<file path="config.mk">
export PLATFORM = sky130hd
export DESIGN_NAME = pc_sequencer
export DESIGN_NICKNAME = d
export VERILOG_FILES = /design/src/rtl/pc_sequencer.sv
export SDC_FILE = /design/constraint.sdc
export NUM_CORES = 1
export LEC_CHECK = 0
export CAP_MARGIN = 20
export CORE_MARGIN = 2
export CORE_UTILIZATION = 55
export CTS_BUF_LIST = sky130_fd_sc_hd__clkbuf_2 sky130_fd_sc_hd__clkbuf_4 sky130_fd_sc_hd__clkbuf_8
export CTS_CLUSTER_SIZE = 24
export DETAILED_ROUTE_END_ITERATION = 16
export GPL_TIMING_DRIVEN = 0
export PLACE_DENSITY = 0.75
export SYNTH_ARGS = -nofsm -noshare
export SYNTH_HDL_FRONTEND = slang
export SYNTH_SLANG_ARGS = --single-unit
</file>
<file path="constraint.sdc">
create_clock -name CLK -period 7.1 [get_ports CLK]
set_clock_uncertainty 0.15 [all_clocks]
set_input_delay 2.13 -clock CLK [delete_from_list [all_inputs] [get_ports CLK]]
set_output_delay 2.13 -clock CLK [all_outputs]
set_load 0.05 [all_outputs]
</file>
<file path="src/rtl/pc_sequencer.sv">
// Program-counter sequencer for the fetch path. Holds the current fetch
// address, updates it once per cycle from PC_OP, and keeps a small
// hardware return-address stack for CALL/RET. OVERFLOW and UNDERFLOW are
// sticky error flags.
module pc_sequencer #(
    parameter int unsigned       ADDR_W      = 19,
    parameter int unsigned       OFF_W       = 8,
    parameter int unsigned       STACK_DEPTH = 8,
    parameter logic [ADDR_W-1:0] RESET_VEC   = '0
) (
    input  logic              CLK,
    input  logic              RESET_N,
    input  logic              STALL,
    input  logic [2:0]        PC_OP,
    input  logic              COND,
    input  logic [ADDR_W-1:0] IN_ADDRESS,
    input  logic [OFF_W-1:0]  OFFSET,
    input  logic              ERR_CLR,
    output logic [ADDR_W-1:0] PC_OUT,
    output logic              STACK_EMPTY,
    output logic              STACK_FULL,
    output logic              OVERFLOW,
    output logic              UNDERFLOW
);

    localparam int unsigned CNT_W = $clog2(STACK_DEPTH + 1);
    localparam int unsigned IDX_W = $clog2(STACK_DEPTH);

    typedef enum logic [2:0] {
        OP_HOLD   = 3'b000,
        OP_INC    = 3'b001,
        OP_CLEAR  = 3'b010,
        OP_JUMP   = 3'b011,
        OP_BRANCH = 3'b100,
        OP_CALL   = 3'b101,
        OP_RET    = 3'b110,
        OP_RSVD   = 3'b111
    } pc_op_e;

    pc_op_e            op;
    logic [ADDR_W-1:0] pc_q, pc_d;
    logic [CNT_W-1:0]  cnt_q, cnt_d;
    logic              ovf_q, ovf_d;
    logic              unf_q, unf_d;
    logic [ADDR_W-1:0] stack_q [STACK_DEPTH];

    logic [ADDR_W-1:0] pc_inc;
    logic [ADDR_W-1:0] off_ext;
    logic [IDX_W-1:0]  push_idx;
    logic [IDX_W-1:0]  top_idx;
    logic              push_en;
    logic              ovf_set;
    logic              unf_set;
    logic              full;
    logic              empty;

    // Next PC, stack count and error flags from the current command.
    always_comb begin
        op       = pc_op_e'(PC_OP);
        pc_inc   = pc_q + ADDR_W'(1);
        off_ext  = ADDR_W'($signed(OFFSET));
        full     = (cnt_q == CNT_W'(STACK_DEPTH));
        empty    = (cnt_q == '0);
        push_idx = IDX_W'(cnt_q);
        top_idx  = IDX_W'(cnt_q - CNT_W'(1));

        pc_d     = pc_q;
        cnt_d    = cnt_q;
        push_en  = 1'b0;
        ovf_set  = 1'b0;
        unf_set  = 1'b0;

        // A stalled cycle freezes everything except the ERR_CLR path below.
        if (!STALL) begin
            unique case (op)
                OP_INC:    pc_d = pc_inc;
                OP_CLEAR:  pc_d = '0;
                OP_JUMP:   pc_d = IN_ADDRESS;
                OP_BRANCH: pc_d = COND ? (pc_q + off_ext) : pc_inc;
                OP_CALL: begin
                    if (full) begin
                        ovf_set = 1'b1;
                    end else begin
                        push_en = 1'b1;
                        pc_d    = IN_ADDRESS;
                        cnt_d   = cnt_q + CNT_W'(1);
                    end
                end
                OP_RET: begin
                    if (empty) begin
                        unf_set = 1'b1;
                    end else begin
                        pc_d  = stack_q[top_idx];
                        cnt_d = cnt_q - CNT_W'(1);
                    end
                end
                default: pc_d = pc_q;
            endcase
        end

        // A new error in the same cycle as ERR_CLR wins.
        ovf_d = ovf_set | (ovf_q & ~ERR_CLR);
        unf_d = unf_set | (unf_q & ~ERR_CLR);
    end

    // PC, stack count and sticky flags.
    always_ff @(posedge CLK or negedge RESET_N) begin
        if (!RESET_N) begin
            pc_q  <= RESET_VEC;
            cnt_q <= '0;
            ovf_q <= 1'b0;
            unf_q <= 1'b0;
        end else begin
            pc_q  <= pc_d;
            cnt_q <= cnt_d;
            ovf_q <= ovf_d;
            unf_q <= unf_d;
        end
    end

    // Return-address storage; contents are meaningless while count is zero,
    // so no reset is needed.
    always_ff @(posedge CLK) begin
        if (push_en) begin
            stack_q[push_idx] <= pc_inc;
        end
    end

    assign PC_OUT      = pc_q;
    assign STACK_EMPTY = (cnt_q == '0);
    assign STACK_FULL  = (cnt_q == CNT_W'(STACK_DEPTH));
    assign OVERFLOW    = ovf_q;
    assign UNDERFLOW   = unf_q;

endmodule
</file>
==> results of run 1 <==
## state kept, by name, summed over array words and instances, names as in the netlist
signal	count
OVERFLOW	1
PC_OUT	19
UNDERFLOW	1
cnt_q	4
stack_q	152
## critical path, stage by stage (launching register included)
cell and delay (ps):
dfrtp_1 410, buf_6 150, buf_2 240, inv_1 160, ha_1 300, nand2b_1 130
nor2_1 200, clkdlybuf4s50_1 850
## cells by family after synthesis
group | count (synthesis)
XOR/XNOR | 32
buffers and inverters | 43
multiplexers | 41
flip-flops | 177
AND/OR/NAND/NOR | 161
AO/OA/AOI/OAI | 158
adder cells (fa/ha/maj) | 26
## per-layer routing
metal	GRT usage	wire length (um)
met1	0.379	9250
met2	0.478	11600
met3	0.0399	1520
met4	0.110	641
met5	0	0
## final timing paths
check	start	to	slack, ps	cells past startpoint
setup / recovery	cnt_q[0]$_DFFE_PN0P_	STACK_FULL	1920	7
hold / removal	OVERFLOW$_DFF_PN0_	OVERFLOW$_DFF_PN0_	370	1
setup reg to reg	cnt_q[0]$_DFFE_PN0P_	PC_OUT[16]$_DFFE_PN0P_	3350	11
hold reg to reg	OVERFLOW$_DFF_PN0_	OVERFLOW$_DFF_PN0_	370	1
max in group asynchronous	RESET_N	PC_OUT[0]$_DFFE_PN0P_	4480	2
min in group asynchronous	RESET_N	OVERFLOW$_DFF_PN0_	1840	1
## Yosys cell counts, types with 3 or more instances
cell and instances:
o22ai_1 6, clkbuf_1 7, a2111oi_2 4, nand4_1 6, buf_2 13, nor3_1 13, a31oi_1 4, a221oi_1 6
inv_1 19, nor2_1 34, a211oi_1 13, mux4_2 38, a21oi_1 46, xor2_1 8, and3_1 3, dfrtp_1 25
a22o_1 4, a21o_1 4, nand2_1 58, o21bai_1 3, nand2b_1 7, o21ai_1 5, a21boi_0 3, o211ai_1 3
ha_1 25, a22oi_1 15, xnor2_1 23, edfxtp_1 152, nand3_1 15, o21ai_0 20
## cell type report
class                      instances  area, sq um
multi-input combinational        418         3480
timing repair buffer              66          709
clock buffer                      17          234
tap                              216          270
fill                            1098         5530
sequential                       177         5190
clock inverter                    15          203
inverter                          19         71.3
buffer                            24          141
## power breakdown
part | switching, W | internal [W]
Combinational | 0.00105 | 0.000680
Sequential | 0.000139 | 0.00133
Clock | 0.000372 | 0.000388
## per-stage QoR
step                      cell area, sq um  hold slack [ps]  utilization
after global routing                 10300              394        0.651
after detailed placement              9860              345        0.623
after global placement                9680              325        0.611
final                                10300              367        0.651
after floorplan                       8850              374            -
after CTS                            10300              368        0.651
==> run_results.csv, run 1 <==
group,metric,value,unit
layout,fin_cells,952,
timing,maxSlewHeadroom,0.360,
timing,fin_crit_sh,0.729,
layout,nNetsFinal,784,
synthesis,synth_compound_area_frac,0.124,
pwr,ir_worst_vdd,0.000199,V
synthesis,synth.avg_cell_area,13.9,sq um
timing,tns,0,ps
floorplan,boundaryPins,58,
synthesis,synth_edf_count,152,
clock_network,ctsResizeCount,0,
clock_network,clockBufferDepth,2,
worst_setup_path,start_kind,"flip-flop",
worst_setup_path,cp_max_fo,10,
synthesis,synth-adder-area-share,0.0376,
timing,tightest_slew,957,ps
clock_network,postCtsSetupBuffers,0,
grt,antenna_found_initial,0,
synthesis,yosys_warnings,0,
timing,drv_slew,0,
synthesis,synth_xor_area_frac,0.0325,
detailed_routing,dr.pass1.iters,6,
synthesis,syn_inst,638,
floorplan,dieWidth,131,um
placed_design,hpwl,16.8,mm
floorplan,start_util,0.559,
clock_network,clock_latency,460,ps
layout,area_growth,16.3,%
grt,grt_pass1_vias,5996,
synthesis,synth_top_family_by_area,"compound AO/OA/AOI/OAI gates",
detailed_routing,vias_per_cell,6.44,
layout,layout-drive-gt1-share,0.170,
worst_setup_path,cp.required,4820,ps
grt,grt_max_degree,19,
clock_network,cts_num_sinks,177,
synthesis,ys_ff_latch,177,
floorplan,dieArea,0.0171,sq mm
placed_design,gp_congestion,0.947,
synthesis,synth.distinct_cells,70,
synthesis,ys_seq_area_frac,0.586,
synthesis,ys_async_sr_fraction,0.141,
synthesis,synthesis.nets,699,
pwr,powerDensity,384,mW/mm^2
detailed_routing,drtAntennaViolNets,0,
timing,max_freq,193,MHz
synthesis,synthSimpleGateAreaFrac,0.0951,
layout,mostFrequentLayoutCells,"edfxtp_1, nand2_1, clkdlybuf4s50_1",
timing,finalHoldViolations,0,
timing,fin_crit,5180,ps
clock_network,tritoncts,"built",
timing,rsz0062_at_grt,"no",
placed_design,port-buffer-count,55,
pwr,power,0.00396,W
worst_hold_path,min_path_type,"flip-flop to flip-flop",
grt,grtUsageTotal,0.284,
detailed_routing,num_vias,6134,
synthesis,synth_top_area_cell,"edfxtp_1",
synthesis,synth_top_area_frac,0.515,
synthesis,synth.area.mux_share,0.101,
synthesis,syn_area,0.00885,sq mm
clock_network,cts_buffers,17,
detailed_routing,post-route-drc-count,0,
worst_setup_path,critical_path_arrival,2900,ps
run_status,outcome,"completed",
timing,setup_viol,0,
layout,final_common_cell,"edfxtp_1",
placed_design,dp_slack,1960,ps
clock_network,ctsHoldBuffers,0,
detailed_routing,first_iter_violations,786,
floorplan,die_h,131,um
job,cap_violations,0,
placed_design,placedCellCount,920,
detailed_routing,drt_wl_total,23.0,mm
synthesis,synthFlopType,"edfxtp_1",
timing,fin_ws,1920,ps
pwr,p_leak,3.53,nW
floorplan,core_area,0.0158,sq mm
clock_network,h-tree-depth,4,
grt,grt_remaining_overflow,0,
clock_network,root_buffer,"clkbuf_8",
layout,diodes,0,
detailed_routing,wire_per_inst,24.2,um
worst_setup_path,end_kind,"primary output",
clock_network,clk_pin_slew,100,ps
grt,grt_pass1_wl,34.9,mm
floorplan,rows,46,
synthesis,synthTopCellsByArea,"edfxtp_1, mux4_2, dfrtp_1",
worst_setup_path,worstSetupPathType,"flip-flop to primary output",
Power figures use the tool's default switching activity.
==> run 2, diff against run 1 <==
PLACE_DENSITY = 0.78   (was 0.75)
clock period = 4.35 ns   (was 7.1 ns; I/O delays follow)
==> run 2 against run 1 <==
  * Critical path depth increased by 1
  * Via count down 0.52%
  * Register-to-register slack worse by 2800 ps
  * Global-route usage is 0.24 points lower
  * Worst setup slack lost 1500 ps
  * First-iteration DRC count is 15% lower
  * Non-clock buffer count did not move
  * Flip-flop and latch count unchanged
  * Utilization is 0.36 points lower
  * Combinational power up 64%
  * Critical path type is now input port to flip-flop
  * Largest power group unchanged
  * Highest routed layer unchanged
==> run_results.csv, run 2 (same netlist as run 1, synthesis figures left out) <==
group,metric,value,unit
pwr,p_int,0.00379,W
floorplan,die_h,131,um
placed_design,hpwl,16.8,mm
worst_hold_path,min_path_type,"flip-flop to flip-flop",
layout,final_common_cell,"edfxtp_1",
grt,top_usage_layer,"met2",
timing,setup_viol,0,
grt,grt_max_degree,18,
worst_setup_path,end_kind,"flip-flop",
placed_design,gp_congestion,0.938,
clock_network,cts_num_sinks,177,
clock_network,clk_pin_slew,100,ps
floorplan,dieWidth,131,um
timing,hold_slack,352,ps
grt,antenna_found_initial,0,
worst_setup_path,cp.required,4530,ps
pwr,power_frac_comb,0.450,
detailed_routing,wire_per_inst,24.3,um
detailed_routing,num_vias,6102,
worst_setup_path,crit_buf_inv,1,
layout,num-fill-cells,1122,
worst_setup_path,critical_path_arrival,4150,ps
detailed_routing,drt_wl_total,23.0,mm
layout,register_area,0.00519,sq mm
pwr,p_leak,3.53,nW
worst_setup_path,path_delay_family,"compound AO/OA/AOI/OAI gates",
timing,fin_crit_sh,0.912,
timing,max_freq,252,MHz
clock_network,ctsHoldBuffers,0,
floorplan,boundaryPins,58,
timing,drv_slew,0,
worst_setup_path,crit_path_top_delay_cell,"clkdlybuf4s50_1",
pwr,powerDensity,616,mW/mm^2
pwr,seqPwrFrac,0.378,
grt,global_route.usage.met3,0.0570,
layout,area_growth,15.6,%
detailed_routing,drtAntennaViolNets,0,
grt,grt_use_met1,0.354,
detailed_routing,dr.pass1.iters,5,
grt,use_met2,0.479,
worst_setup_path,start_kind,"input port",
layout,mostFrequentLayoutCells,"edfxtp_1, nand2_1, clkdlybuf4s50_1",
timing,finalHoldViolations,0,
floorplan,start_util,0.559,
worst_setup_path,cp_max_fo,12,
clock_network,cts_buffers,17,
layout,nNetsFinal,784,
layout,fin_cells,949,
layout,diodes,0,
worst_setup_path,slowest_delay,720,ps
grt,grt_remaining_overflow,0,
pwr,ir_worst_vdd,0.000326,V
clock_network,root_buffer,"clkbuf_8",
clock_network,tritoncts,"built",
clock_network,clockBufferDepth,2,
placed_design,placedCellCount,920,
layout,final_cell_area,0.0102,sq mm
pwr,p_sw_frac,0.400,
floorplan,core_area,0.0158,sq mm
placed_design,place_area,0.00987,sq mm
timing,fin_crit,3970,ps
pwr,p_clk_frac,0.172,
pwr,p_sw,0.00252,W
floorplan,rows,46,
detailed_routing,first_iter_violations,670,
worst_setup_path,crit_chain,"clkdlybuf4s50_1, ha_1, a21oi_1, o21ai_0, a31oi_1, nand2_1, a2111oi_0, o32ai_1",
worst_setup_path,worstSetupPathType,"input port to flip-flop",
timing,tightest_slew,930,ps
layout,multi_input_area,0.00348,sq mm
grt,grtUsageTotal,0.281,
clock_network,clock_latency,460,ps
detailed_routing,vias_per_cell,6.43,
run_status,outcome,"completed",
timing,tns,0,ps
layout,final_util,0.647,
placed_design,port-buffer-count,55,
grt,grt_pass1_wl,34.6,mm
layout,regMostFlops,"stack_q",
floorplan,dieArea,0.0171,sq mm
timing,rsz0062_at_grt,"no",
detailed_routing,post-route-drc-count,0,
clock_network,h-tree-depth,4,
job,cap_violations,0,
timing,maxSlewHeadroom,0.376,
grt,grt_pass1_vias,6061,
layout,layout-drive-gt1-share,0.168,
layout,largest_reg_flops,152,
-- run 2: cell count changes in the layout (fill, tap and decap cells not counted), sizes merged --
cell           delta
clkbuf            +2
inv               -3
clkdlybuf4s50     -2
clkinvlp          +1
bufinv            -2
dlymetal6s2s      +2
clkinv            -1
-- run 2: worst register-to-register path, stage by stage, from the launching register on --
cell,delay (ps)
dfrtp_1,390
buf_6,160
buf_2,340
inv_1,150
ha_1,360
buf_2,300
clkbuf_1,670
mux4_2,420
a22oi_1,270
nand2_1,90
a21oi_1,190
o32ai_1,130
-- run 2: cell type report --
type	count	area share
flip-flops and latches	177	0.507
multi-input cells	418	0.340
repair buffers	66	0.0710
well taps	216	0.0264
clock buffers	19	0.0243
plain buffers	24	0.0138
clock inverters	10	0.0111
inverters	19	0.00696
-- run 2: worst paths after layout --
kind	from	endpoint	slack [ps]	cells after the start
worst max-delay path	OFFSET[7]	PC_OUT[16]$_DFFE_PN0P_	380	8
worst min-delay path	UNDERFLOW$_DFF_PN0_	UNDERFLOW$_DFF_PN0_	350	2
worst max register to register	cnt_q[0]$_DFFE_PN0P_	PC_OUT[16]$_DFFE_PN0P_	590	11
worst min register to register	UNDERFLOW$_DFF_PN0_	UNDERFLOW$_DFF_PN0_	350	2
max in group asynchronous	RESET_N	PC_OUT[8]$_DFFE_PN0P_	2520	2
min in group asynchronous	RESET_N	OVERFLOW$_DFF_PN0_	1040	1
-- run 2: layer usage --
layer  share of wire  vias up  routed length, um
met2            0.50      280              11600
met5               0        -                  0
li1                -     2698                  -
met4           0.030        0                683
met3           0.079       47               1820
met1            0.39     3077               8950
-- run 2: power by group through the flow --
stage,Combinational [W],Sequential (W),Clock (W)
6_report,0.00284,0.00239,0.00108
5_1_grt,0.00303,0.00240,0.00115
2_1_floorplan,0.00175,0.00261,0
3_3_place_gp,0.00269,0.00240,0
3_5_place_dp,0.00279,0.00241,0
4_1_cts,0.00281,0.00238,0.00109
-- run 2: repair_timing --
| action | in CTS | in global routing |
|---|---|---|
| resized for setup | 0 | 2 |
| setup endpoints to repair | 0 | 2 |
| setup buffers | 0 | 0 |
-- run 2: per-stage QoR --
step	setup slack (ps)	power, W
finish	381	0.00630
CTS	10.4	0.00628
detailed placement	-38.9	0.00521
floorplan	396	0.00436
global placement	-1450	0.00510
global route	245	0.00658
==> run 3, diff against run 2 <==
PLACE_DENSITY = 0.86   (was 0.78)
==> run 3 against run 2 <==
  * Routed wire length is 1.3% higher
  * Combinational power hardly changed
  * Power is 2.8% higher
  * Global-route usage is 0.69 points higher
  * Sequential share of layout area is 0.67 points lower
  * Maximum frequency is 3.2% lower
  * Via count is 4.3% higher
  * Clock power is 15% higher
  * Flip-flop and latch count stayed put
  * Critical endpoint is now STACK_FULL
==> run_results.csv, run 3 (same netlist as run 1, synthesis figures left out) <==
group,metric,value,unit
run_status,outcome,"completed",
timing,fin_crit_sh,0.942,
floorplan,dieWidth,131,um
layout,final_common_cell,"edfxtp_1",
detailed_routing,drtAntennaViolNets,0,
worst_setup_path,slowest_delay,570,ps
layout,final_util,0.656,
layout,num-fill-cells,1025,
grt,grt_pass1_vias,6351,
floorplan,dieArea,0.0171,sq mm
floorplan,boundaryPins,58,
clock_network,cts_num_sinks,177,
detailed_routing,dr.pass1.iters,8,
worst_setup_path,end_kind,"primary output",
detailed_routing,first_iter_violations,853,
clock_network,root_buffer,"clkbuf_8",
placed_design,gp_congestion,0.932,
detailed_routing,vias_per_cell,6.69,
timing,rsz0062_at_grt,"no",
layout,layout-drive-gt1-share,0.173,
layout,area_growth,17.2,%
timing,fin_crit,4100,ps
timing,maxSlewHeadroom,0.333,
job,cap_violations,0,
layout,mostFrequentLayoutCells,"edfxtp_1, nand2_1, clkdlybuf4s50_1",
grt,grt_remaining_overflow,0,
timing,drv_slew,0,
clock_network,clockBufferDepth,2,
grt,grt_pass1_wl,35.8,mm
clock_network,tritoncts,"built",
grt,antenna_found_initial,0,
worst_setup_path,critical_path_arrival,2640,ps
worst_setup_path,crit_buf_inv,4,
clock_network,cts_buffers,17,
detailed_routing,post-route-drc-count,0,
floorplan,start_util,0.559,
pwr,powerDensity,625,mW/mm^2
worst_setup_path,start_kind,"flip-flop",
timing,hold_slack,377,ps
pwr,p_leak,3.57,nW
timing,fin_ws,251,ps
timing,max_freq,244,MHz
floorplan,rows,46,
placed_design,dp_slack,102,ps
pwr,ir_worst_vdd,0.000303,V
clock_network,h-tree-depth,4,
worst_setup_path,path_delay_family,"buffers and inverters",
grt,grt_max_degree,20,
worst_setup_path,worstSetupPathType,"flip-flop to primary output",
layout,largest_reg_flops,152,
worst_hold_path,min_path_type,"flip-flop to flip-flop",
detailed_routing,wire_per_inst,24.6,um
placed_design,hpwl,16.7,mm
layout,final_cell_area,0.0104,sq mm
worst_setup_path,crit_path_top_delay_cell,"dlygate4sd2_1",
worst_setup_path,crit_chain,"buf_6, buf_2, inv_1, ha_1, nand2b_1, nor2_1, dlygate4sd2_1",
layout,nNetsFinal,784,
detailed_routing,num_vias,6366,
placed_design,port-buffer-count,55,
layout,multi_input_area,0.00348,sq mm
timing,setup_viol,0,
layout,regMostFlops,"stack_q",
floorplan,die_h,131,um
worst_setup_path,cp_max_fo,10,
clock_network,clock_latency,460,ps
floorplan,core_area,0.0158,sq mm
timing,finalHoldViolations,0,
layout,register_area,0.00519,sq mm
worst_setup_path,cp.required,2890,ps
clock_network,clk_pin_slew,90,ps
detailed_routing,drt_wl_total,23.3,mm
timing,tightest_slew,994,ps
grt,grtUsageTotal,0.288,
placed_design,place_area,0.00994,sq mm
layout,diodes,0,
run 3: cell types whose count changed in the layout (fill, tap and decap cells not counted), sizes merged:
cell	change
bufinv	+2
clkbuf	-2
clkinv	-3
dlymetal6s2s	-1
inv	+4
clkinvlp	+1
dlygate4sd2	+1
run 3: final cells by class:
cell class,count,area share
multi-input combinational,418,0.335
inverter,19,0.00687
buffer,24,0.0136
tap,216,0.0260
clock buffer,17,0.0225
sequential,177,0.500
clock inverter,14,0.0195
timing repair buffer,66,0.0761
run 3: worst register-to-register path, stage by stage, from the launching register on:
cell and delay, ps:
dfrtp_1 390, buf_6 150, buf_2 300, inv_1 150, ha_1 380, buf_2 320, clkbuf_1 550, mux4_2 420
a22oi_1 260, nand2_1 110, a221oi_1 240, a21oi_1 80
run 3: layer usage:
layer | global-route usage | up-vias | routed length [um]
met5 | 0 | - | 0
met4 | 0.130 | 0 | 840
met3 | 0.0562 | 83 | 2300
met2 | 0.478 | 467 | 11600
met1 | 0.373 | 3106 | 8650
li1 | - | 2710 | -
run 3: worst paths after layout:
check | start | end | slack [ps] | depth (start not counted)
setup / recovery | cnt_q[0]$_DFFE_PN0P_ | STACK_FULL | 250 | 7
hold reg to reg | OVERFLOW$_DFF_PN0_ | OVERFLOW$_DFF_PN0_ | 380 | 1
min in group asynchronous | RESET_N | cnt_q[0]$_DFFE_PN0P_ | 980 | 1
max in group asynchronous | RESET_N | PC_OUT[3]$_DFFE_PN0P_ | 2620 | 2
setup reg to reg | cnt_q[0]$_DFFE_PN0P_ | PC_OUT[10]$_DFFE_PN0P_ | 710 | 11
hold / removal | OVERFLOW$_DFF_PN0_ | OVERFLOW$_DFF_PN0_ | 380 | 1
run 3: where the power goes:
group / switching [W] / internal, W
Combinational: 0.00174 / 0.00111
Clock: 0.000602 / 0.000634
Sequential: 0.000232 / 0.00216
run 3: repair_timing:
action / in CTS / in global routing
endpoints found under the setup margin: 1 / 1
setup buffers: 0 / 0
hold buffers: 0 / 0
gates resized for setup: 1 / 1
run 3: through the flow:
stage                     TNS (ps)  cells  total power, W
after floorplan                  0    638         0.00436
after global placement      -98400    909         0.00506
after detailed placement         0    920         0.00521
after CTS                        0    951         0.00644
after global routing             0    951         0.00675
final                            0    951         0.00648
